### src/rtl/ofs_plat_axi_mem_lite_to_avmm_bridge.sv
// rtl/ofs_plat_axi_mem_lite_to_avmm_bridge.sv - AXI-Lite sink to pipelined Avalon-MM host bridge, optional range check via OFS_PLAT_AXI_LITE_AVMM_ADDR_CHECK_EN

module ofs_plat_axi_mem_lite_to_avmm_bridge_fifo #(
    parameter int WIDTH = 8,
    parameter int DEPTH = 4
) (
    input  logic             clk,
    input  logic             reset,
    input  logic             push,
    input  logic [WIDTH-1:0] push_data,
    input  logic             pop,
    output logic [WIDTH-1:0] pop_data,
    output logic             empty,
    output logic             full
);
    localparam int PTR_W = (DEPTH > 1) ? $clog2(DEPTH) : 1;
    localparam int CNT_W = $clog2(DEPTH + 1);

    logic [WIDTH-1:0] mem [DEPTH];
    logic [PTR_W-1:0] wr_ptr;
    logic [PTR_W-1:0] rd_ptr;
    logic [CNT_W-1:0] cnt;
    logic             do_push;
    logic             do_pop;

    assign do_push  = push && !full;
    assign do_pop   = pop && !empty;
    assign empty    = (cnt == '0);
    assign full     = (cnt == CNT_W'(DEPTH));
    assign pop_data = mem[rd_ptr];

    always_ff @(posedge clk) begin
        if (do_push) begin
            mem[wr_ptr] <= push_data;
        end
    end

    always_ff @(posedge clk) begin
        if (reset) begin
            wr_ptr <= '0;
            rd_ptr <= '0;
            cnt    <= '0;
        end else begin
            if (do_push) begin
                wr_ptr <= (wr_ptr == PTR_W'(DEPTH - 1)) ? '0 : wr_ptr + 1'b1;
            end
            if (do_pop) begin
                rd_ptr <= (rd_ptr == PTR_W'(DEPTH - 1)) ? '0 : rd_ptr + 1'b1;
            end
            case ({do_push, do_pop})
                2'b10:   cnt <= cnt + 1'b1;
                2'b01:   cnt <= cnt - 1'b1;
                default: cnt <= cnt;
            endcase
        end
    end
endmodule

module ofs_plat_axi_mem_lite_to_avmm_bridge #(
    parameter int ADDR_WIDTH = 16,
    parameter int DATA_WIDTH = 64,
    parameter int MAX_RD     = 4,
    parameter int MAX_WR_B   = 4
`ifdef OFS_PLAT_AXI_LITE_AVMM_ADDR_CHECK_EN
    ,
    parameter longint unsigned ADDR_LIMIT = 64'd1 << ADDR_WIDTH
`endif
) (
    input  logic                    clk,
    input  logic                    reset,
    input  logic                    s_awvalid,
    output logic                    s_awready,
    input  logic [ADDR_WIDTH-1:0]   s_awaddr,
    input  logic                    s_wvalid,
    output logic                    s_wready,
    input  logic [DATA_WIDTH-1:0]   s_wdata,
    input  logic [DATA_WIDTH/8-1:0] s_wstrb,
    output logic                    s_bvalid,
    input  logic                    s_bready,
    output logic [1:0]              s_bresp,
    input  logic                    s_arvalid,
    output logic                    s_arready,
    input  logic [ADDR_WIDTH-1:0]   s_araddr,
    output logic                    s_rvalid,
    input  logic                    s_rready,
    output logic [DATA_WIDTH-1:0]   s_rdata,
    output logic [1:0]              s_rresp,
    input  logic                    avmm_waitrequest,
    output logic [ADDR_WIDTH-1:0]   avmm_address,
    output logic                    avmm_read,
    output logic                    avmm_write,
    output logic [DATA_WIDTH-1:0]   avmm_writedata,
    output logic [DATA_WIDTH/8-1:0] avmm_byteenable,
    input  logic [DATA_WIDTH-1:0]   avmm_readdata,
    input  logic                    avmm_readdatavalid
);
    localparam int BE_W     = DATA_WIDTH / 8;
    localparam int RD_CNT_W = $clog2(MAX_RD + 1);
    localparam int WR_CNT_W = $clog2(MAX_WR_B + 1);

    // Command register
    logic                  cmd_valid;
    logic                  cmd_is_write;
    logic [ADDR_WIDTH-1:0] cmd_addr;
    logic [DATA_WIDTH-1:0] cmd_data;
    logic [BE_W-1:0]       cmd_be;

    logic                  slot_free;
    logic                  cmd_drain;
    logic                  cmd_load;
    logic                  wr_elig;
    logic                  rd_elig;
    logic                  grant_wr;
    logic                  grant_rd;
    logic                  last_was_write;

    logic [RD_CNT_W-1:0]   rd_cnt;
    logic [WR_CNT_W-1:0]   wr_cnt;

    logic                  aw_err;
    logic                  ar_err;
    logic                  rd_err_ok;
    logic                  wr_err_ok;

    logic                  b_push;
    logic [1:0]            b_push_data;
    logic                  b_empty;
    logic                  b_full;
    logic                  b_hs;

    logic                  r_push;
    logic [DATA_WIDTH+1:0] r_push_data;
    logic [DATA_WIDTH+1:0] r_pop_data;
    logic                  r_empty;
    logic                  r_full;
    logic                  r_hs;

`ifdef OFS_PLAT_AXI_LITE_AVMM_ADDR_CHECK_EN
    localparam logic [ADDR_WIDTH:0] LIMIT =
        (ADDR_LIMIT >= (64'd1 << ADDR_WIDTH)) ? {1'b1, {ADDR_WIDTH{1'b0}}} : ADDR_LIMIT[ADDR_WIDTH:0];

    // Reads sitting in the command register or outstanding at the agent
    logic [RD_CNT_W-1:0] av_rd_cnt;

    assign aw_err    = ({1'b0, s_awaddr} >= LIMIT);
    assign ar_err    = ({1'b0, s_araddr} >= LIMIT);
    // Error read waits until Avalon reads have returned so R order holds
    assign rd_err_ok = (av_rd_cnt == '0);
    // Error write waits for any pending write in the register so B order holds
    // and the B FIFO never sees two pushes in one cycle
    assign wr_err_ok = !(cmd_valid && cmd_is_write);

    always_ff @(posedge clk) begin
        if (reset) begin
            av_rd_cnt <= '0;
        end else begin
            case ({grant_rd && !ar_err, avmm_readdatavalid})
                2'b10:   av_rd_cnt <= av_rd_cnt + 1'b1;
                2'b01:   av_rd_cnt <= av_rd_cnt - 1'b1;
                default: av_rd_cnt <= av_rd_cnt;
            endcase
        end
    end
`else
    assign aw_err    = 1'b0;
    assign ar_err    = 1'b0;
    assign rd_err_ok = 1'b1;
    assign wr_err_ok = 1'b1;
`endif

    assign slot_free = !cmd_valid || !avmm_waitrequest;
    assign cmd_drain = cmd_valid && !avmm_waitrequest;

    // wr_cnt counts writes from accept to B handshake, so it bounds B FIFO occupancy
    assign wr_elig = !reset && s_awvalid && s_wvalid && slot_free &&
                     (wr_cnt < WR_CNT_W'(MAX_WR_B)) && (!aw_err || wr_err_ok);
    assign rd_elig = !reset && s_arvalid && slot_free &&
                     (rd_cnt < RD_CNT_W'(MAX_RD)) && (!ar_err || rd_err_ok);

    assign grant_wr = wr_elig && (!rd_elig || !last_was_write);
    assign grant_rd = rd_elig && !grant_wr;

    assign s_awready = grant_wr;
    assign s_wready  = grant_wr;
    assign s_arready = grant_rd;

    assign cmd_load = (grant_wr && !aw_err) || (grant_rd && !ar_err);

    always_ff @(posedge clk) begin
        if (reset) begin
            cmd_valid      <= 1'b0;
            cmd_is_write   <= 1'b0;
            cmd_addr       <= '0;
            cmd_data       <= '0;
            cmd_be         <= '0;
            last_was_write <= 1'b1;
        end else begin
            if (cmd_load) begin
                cmd_valid    <= 1'b1;
                cmd_is_write <= grant_wr;
                cmd_addr     <= grant_wr ? s_awaddr : s_araddr;
                cmd_data     <= s_wdata;
                cmd_be       <= grant_wr ? s_wstrb : {BE_W{1'b1}};
            end else if (cmd_drain) begin
                cmd_valid    <= 1'b0;
            end
            if (grant_wr) begin
                last_was_write <= 1'b1;
            end else if (grant_rd) begin
                last_was_write <= 1'b0;
            end
        end
    end

    assign avmm_address    = cmd_addr;
    assign avmm_read       = cmd_valid && !cmd_is_write;
    assign avmm_write      = cmd_valid && cmd_is_write;
    assign avmm_writedata  = cmd_data;
    assign avmm_byteenable = cmd_be;

    assign b_hs = s_bvalid && s_bready;
    assign r_hs = s_rvalid && s_rready;

    always_ff @(posedge clk) begin
        if (reset) begin
            rd_cnt <= '0;
            wr_cnt <= '0;
        end else begin
            case ({grant_rd, r_hs})
                2'b10:   rd_cnt <= rd_cnt + 1'b1;
                2'b01:   rd_cnt <= rd_cnt - 1'b1;
                default: rd_cnt <= rd_cnt;
            endcase
            case ({grant_wr, b_hs})
                2'b10:   wr_cnt <= wr_cnt + 1'b1;
                2'b01:   wr_cnt <= wr_cnt - 1'b1;
                default: wr_cnt <= wr_cnt;
            endcase
        end
    end

    assign b_push      = (cmd_drain && cmd_is_write) || (grant_wr && aw_err);
    assign b_push_data = (grant_wr && aw_err) ? 2'b10 : 2'b00;

    assign r_push      = avmm_readdatavalid || (grant_rd && ar_err);
    assign r_push_data = avmm_readdatavalid ? {2'b00, avmm_readdata} : {2'b10, {DATA_WIDTH{1'b0}}};

    ofs_plat_axi_mem_lite_to_avmm_bridge_fifo #(
        .WIDTH(2),
        .DEPTH(MAX_WR_B)
    ) b_fifo (
        .clk       (clk),
        .reset     (reset),
        .push      (b_push),
        .push_data (b_push_data),
        .pop       (s_bready),
        .pop_data  (s_bresp),
        .empty     (b_empty),
        .full      (b_full)
    );

    ofs_plat_axi_mem_lite_to_avmm_bridge_fifo #(
        .WIDTH(DATA_WIDTH + 2),
        .DEPTH(MAX_RD)
    ) r_fifo (
        .clk       (clk),
        .reset     (reset),
        .push      (r_push),
        .push_data (r_push_data),
        .pop       (s_rready),
        .pop_data  (r_pop_data),
        .empty     (r_empty),
        .full      (r_full)
    );

    // Fullness is already excluded by the wr_cnt/rd_cnt credit limits
    logic unused_full;
    assign unused_full = b_full | r_full;

    assign s_bvalid = !b_empty;
    assign s_rvalid = !r_empty;
    assign s_rresp  = r_pop_data[DATA_WIDTH+1:DATA_WIDTH];
    assign s_rdata  = r_pop_data[DATA_WIDTH-1:0];
endmodule

### config.mk
export PLATFORM = sky130hd
export DESIGN_NAME = ofs_plat_axi_mem_lite_to_avmm_bridge
export DESIGN_NICKNAME = d
export VERILOG_FILES = /design/src/rtl/ofs_plat_axi_mem_lite_to_avmm_bridge.sv
export SDC_FILE = /design/constraint.sdc
export NUM_CORES = 1
export LEC_CHECK = 0
export CAP_MARGIN = 20
export CORE_MARGIN = 4
export CORE_UTILIZATION = 50
export DETAILED_ROUTE_END_ITERATION = 10
export GPL_ROUTABILITY_DRIVEN = 0
export HOLD_SLACK_MARGIN = 0.05
export PLACE_DENSITY = 0.8
export SETUP_SLACK_MARGIN = 0.15
export SKIP_LAST_GASP = 1
export SLEW_MARGIN = 20
export SYNTH_ARGS = -nofsm -noshare
export SYNTH_HDL_FRONTEND = slang
export SYNTH_HIERARCHICAL = 1
export SYNTH_SLANG_ARGS = --single-unit
### constraint.sdc
create_clock -name clk -period 3.9 [get_ports clk]
set_clock_uncertainty 0.15 [all_clocks]
set_input_delay 0.78 -clock clk [delete_from_list [all_inputs] [get_ports clk]]
set_output_delay 0.78 -clock clk [all_outputs]
set_load 0.05 [all_outputs]
[Word level (Yosys, flattened, before mapping)]
Memories as Yosys holds them, arrays and structs flattened. A register that Yosys moved wholly into a read port is not among the register bits.
Cells that the tools add are included.
Word-level totals
  register bits after elaboration: 107
  latch bits: 0
  RAM bits: 264
  bits in read-only memories: 0
  input bits: 177
  output and inout bits: 163
  logic and storage cells: 91
  memories kept: 1
Operators by class
  $add $sub $neg: 10
  multiply operators: 0
  div/mod/pow operators: 0
  $lt $le $gt $ge: 2
  equal/unequal tests: 12
  shifts and indexed selects: 0
  multiplexer cells: 15
  bitwise gates (word level): 0
  reductions and logical operators: 39
Memory list
  r_fifo.mem: words 4, bits a word 66, rd ports 1, clocked after memory_dff 1, write ports 1, RTL line 19  | logic [WIDTH-1:0] mem [DEPTH];
Operator list (number)
  66-bit two-way mux: 1
  3-bit case mux with 2 select lines: 4
  1-bit logical AND: 17
  16-bit two-way mux: 1
  3-bit by 1-bit adder with 3-bit output (second input constant): 4
  2-bit == test (second input constant): 6
  3-bit by 1-bit subtractor with 3-bit output (second input constant): 4
  1-bit logical NOT: 11
  2-bit nonzero test: 5
  2-bit by 1-bit == test with 1-bit output (second input constant): 4
  2-bit two-way mux: 4
  8-bit two-way mux: 1
  3-bit == test (second input constant): 2
  3-bit logical NOT: 2
  3-bit < comparator (second input constant): 2
  2-bit by 1-bit adder with 2-bit output (second input constant): 2
  1-bit two-way mux: 4
  1-bit logical OR: 3
  2-bit OR reduction: 1

[Longest topological paths before layout]
  word-level depth: 11
  depth in mapped cells: 12
  mapped depth without buffers: 10

[Hierarchy]
The synthesis kept the hierarchy.
Modules (own cells, without submodules)
  ofs_plat_axi_mem_lite_to_avmm_bridge_fifo at r_fifo: times used 1, cells an instance 398, area each 10009.6 µm², seq. area each 8107.8 µm²
  ofs_plat_axi_mem_lite_to_avmm_bridge: times used 1, cells an instance 530, area each 4165.2 µm², seq. area each 1941.9 µm²
  ofs_plat_axi_mem_lite_to_avmm_bridge_fifo at b_fifo: times used 1, cells an instance 62, area each 794.5 µm², seq. area each 420.4 µm²

[Worst setup path before layout]
No wires, ideal clock.
  path kind: input-to-reg
  start: in reset
  end: reg rd_cnt[2]
  setup time: 0.070 ns
  arrival: 2.912 ns
  data required time: 3.680 ns
  path slack: 0.767 ns
  cell stages on the path: 12
  buffers on the path: 3
  cells stage by stage: buf_6 a21o_1 a211o_1 buf_6 buf_2 nand3_1 ha_1 inv_1 fa_1 xor2_1 or3_1 a21oi_1
Between the ends
  cells in the longest elaborated chain, start to end: 11
  elaborated cells on any way between the ends: 17
  those cells by class: eq/ne (2); mux (1); reduce/logical (14)
Ends and longest elaborated chain
  from (decl): RTL line 70  | input logic reset,
  1-bit logical NOT: RTL line 175, 177
  1-bit logical AND (3 in series): RTL line 177  | assign rd_elig = !reset && s_arvalid && slot_free &&
  1-bit logical NOT: RTL line 180  | assign grant_wr = wr_elig && (!rd_elig || !last_was_write);
  1-bit logical OR: RTL line 180
  1-bit logical AND: RTL line 180
  1-bit logical NOT: RTL line 181  | assign grant_rd = rd_elig && !grant_wr;
  1-bit logical AND: RTL line 181
  2-bit by 1-bit == test with 1-bit output / 2-bit == test (equally long branches): RTL line 229  | case ({grant_rd, r_hs})
  3-bit case mux with 2 select lines / 2-bit nonzero test (equally long branches)
  to (signal assigned): RTL line 230  | 2'b10: rd_cnt <= rd_cnt + 1'b1;
  to (signal assigned): RTL line 231  | 2'b01: rd_cnt <= rd_cnt - 1'b1;
  to (signal assigned): RTL line 232  | default: rd_cnt <= rd_cnt;
  to (decl): RTL line 117  | logic [RD_CNT_W-1:0] rd_cnt;
Several ways; a longest one is shown, not always the timed one.
A chain may end at the register's enable or synchronous reset.

==> metrics.cfg <==
[status]
status = finished, final reports clean

[global_routing]
grt_pass1_vias = 9649
grt_max_degree = 100
overflow = 0
antenna_found_initial = 6
grtUsageTotal_pct = 21.7
grt_pass1_wl_um = 55500

[pwr]
leakagePower_nw = 6.87
pwr-share-comb_pct = 30.6
cellPowerDensity_nw_per_um2 = 607
switchingPower_mw = 3.94
pwr-share-seq_pct = 40.9
peakVddDrop_mv = 0.397
power.share.clock_pct = 28.5
swShare_pct = 32.5
power.internal_mw = 8.19

[place]
port_buffers = 339
hpwl_um = 24400

[clock_network]
ctsHoldBuffers = 0
htreeDepth = 2
clkTransAtPathRegs_ns = 0.06
clockBufferDepth = 3
cts_root_buffer = clkbuf_16
clk_latency_ns = 0.52
postCtsSetupBuffers = 0
cts-buffers-inserted = 40
cts.repair.resized = 0
cts_tree = yes
cts_sinks = 387

[finish]
final_cell_mix = clkdlybuf4s50_1 (334), edfxtp_1 (272), nand2_1 (149), dfxtp_1 (113), a21oi_1 (85)
nNetsFinal = 1537
postLayoutCoreUtil_pct = 67.7
final_common_cell = clkdlybuf4s50_1
drive_gt1_share_pct = 13.0
synthToLayoutAreaGrowth_pct = 33.6

[logic_synthesis]
syn-cell-area_um2 = 15000
postSynthCellCount = 989
synth.avg_cell_area_um2 = 15.1
ys.warnings.count = 6

[routing]
wl_per_cell_um = 20.6
routed_wl_um = 36300
ant_nets = 0
dr.pass1.iters = 5
drtIter0Drc = 751
vias_per_cell = 5.29
drc = 0
vias = 9317

[floorplan]
io_pins = 340
die_h_um = 181
core-area_um2 = 29600
die_area_um2 = 32800
num_rows = 63
initial_core_util_pct = 50.6
dieWidth_um = 181

[timing]
fin_crit_sh_pct = 89.6
setup_viol = 0
fin_crit_ns = 3.49
rsz0062_at_grt = no
hold_viol = 0
relSlewSlack_pct = 26.9
report.final.slew_viol_count = 0
worst_pin_slew_ns = 1.10
tns_ns = 0
fmax_ghz = 0.286

[critical_path]
cp.buffers_inverters = 2
cp-start-kind = flip-flop
crit_family = buffers and inverters
crit_chain = buf_12 -> mux4_2 -> clkdlybuf4s50_1
max_stage_delay_ns = 0.76
worstSetupPathType = flip-flop to output pin
worstPathArrival_ns = 2.56
cp_slowest_cell = clkdlybuf4s50_1
worst-path-max-fanout = 47
cp-end-kind = output pin
worst_ep_required_time_ns = 2.97

[run]
max_cap_violations = 0

[hold_path]
hold_class = flip-flop to flip-flop

layer usage:
layer	GRT usage, %	routed length [µm]	part of all wire [%]	vias to the layer above
li1	-	-	-	4311
met1	26.3	13700	38	4575
met2	36.5	18200	50	374
met3	7.39	3350	9.2	55
met4	7.96	1110	3.1	2
met5	0	13	0.036	-
power by group through the flow:
stage          logic, mW  clock network, mW  registers, mW
2_1_floorplan       2.26                  0           5.27
3_3_place_gp        3.72                  0           5.02
3_5_place_dp        3.75                  0           5.05
4_1_cts             3.76               3.54           4.97
5_1_grt             3.91               3.72           5.00
6_report            3.71               3.46           4.96
cell type report:
cell class,count,area [µm²]
repair buffers,358,3580
clock inverters,17,138
fillers,2058,9560
flip-flops and latches,387,10500
inverters,25,106
multi-input cells,530,4140
well taps,390,488
clock buffers,50,1050
diodes,5,12.5
sequential cells by signal, indices dropped and copies added (netlist names), 3 cells and up, named ones only:
signal	cells
avmm_address	16
avmm_byteenable	8
avmm_writedata	64
b_fifo/cnt	3
b_fifo/mem	8
r_fifo/cnt	3
r_fifo/mem	264
rd_cnt	3
wr_cnt	3
worst min-delay path, delay by kind of cell (launching register included):
kind            cells  cell delay [ns]
flops               1             0.30
compound gates      1             0.05
simple gates        1             0.05
worst paths after layout:
path | startpoint | end | slack, ns | cells after the start
min reg2reg | avmm_writedata[27] | avmm_writedata[27] | 0.30 | 2
max | flip-flop | s_rdata[44] | 0.41 | 3
max reg2reg | r_fifo/cnt[2] | r_fifo/cnt[2] | 1.21 | 9
min | avmm_writedata[27] | avmm_writedata[27] | 0.30 | 2
per-stage QoR:
step | hold slack (ns) | area (µm²) | instances | setup WS (ns) | power, mW
6_report | 0.298 | 20000 | 1762 | 0.405 | 12.1
4_1_cts | 0.301 | 20000 | 1757 | 0.344 | 12.3
5_1_grt | 0.314 | 20000 | 1761 | 0.279 | 12.6
3_5_place_dp | 0.294 | 18800 | 1690 | 0.457 | 8.80
3_3_place_gp | 0.288 | 18800 | 1690 | 0.524 | 8.74
2_1_floorplan | 0.303 | 15000 | 1000 | 0.767 | 7.53
No activity file was read; power rests on OpenSTA's default activity.
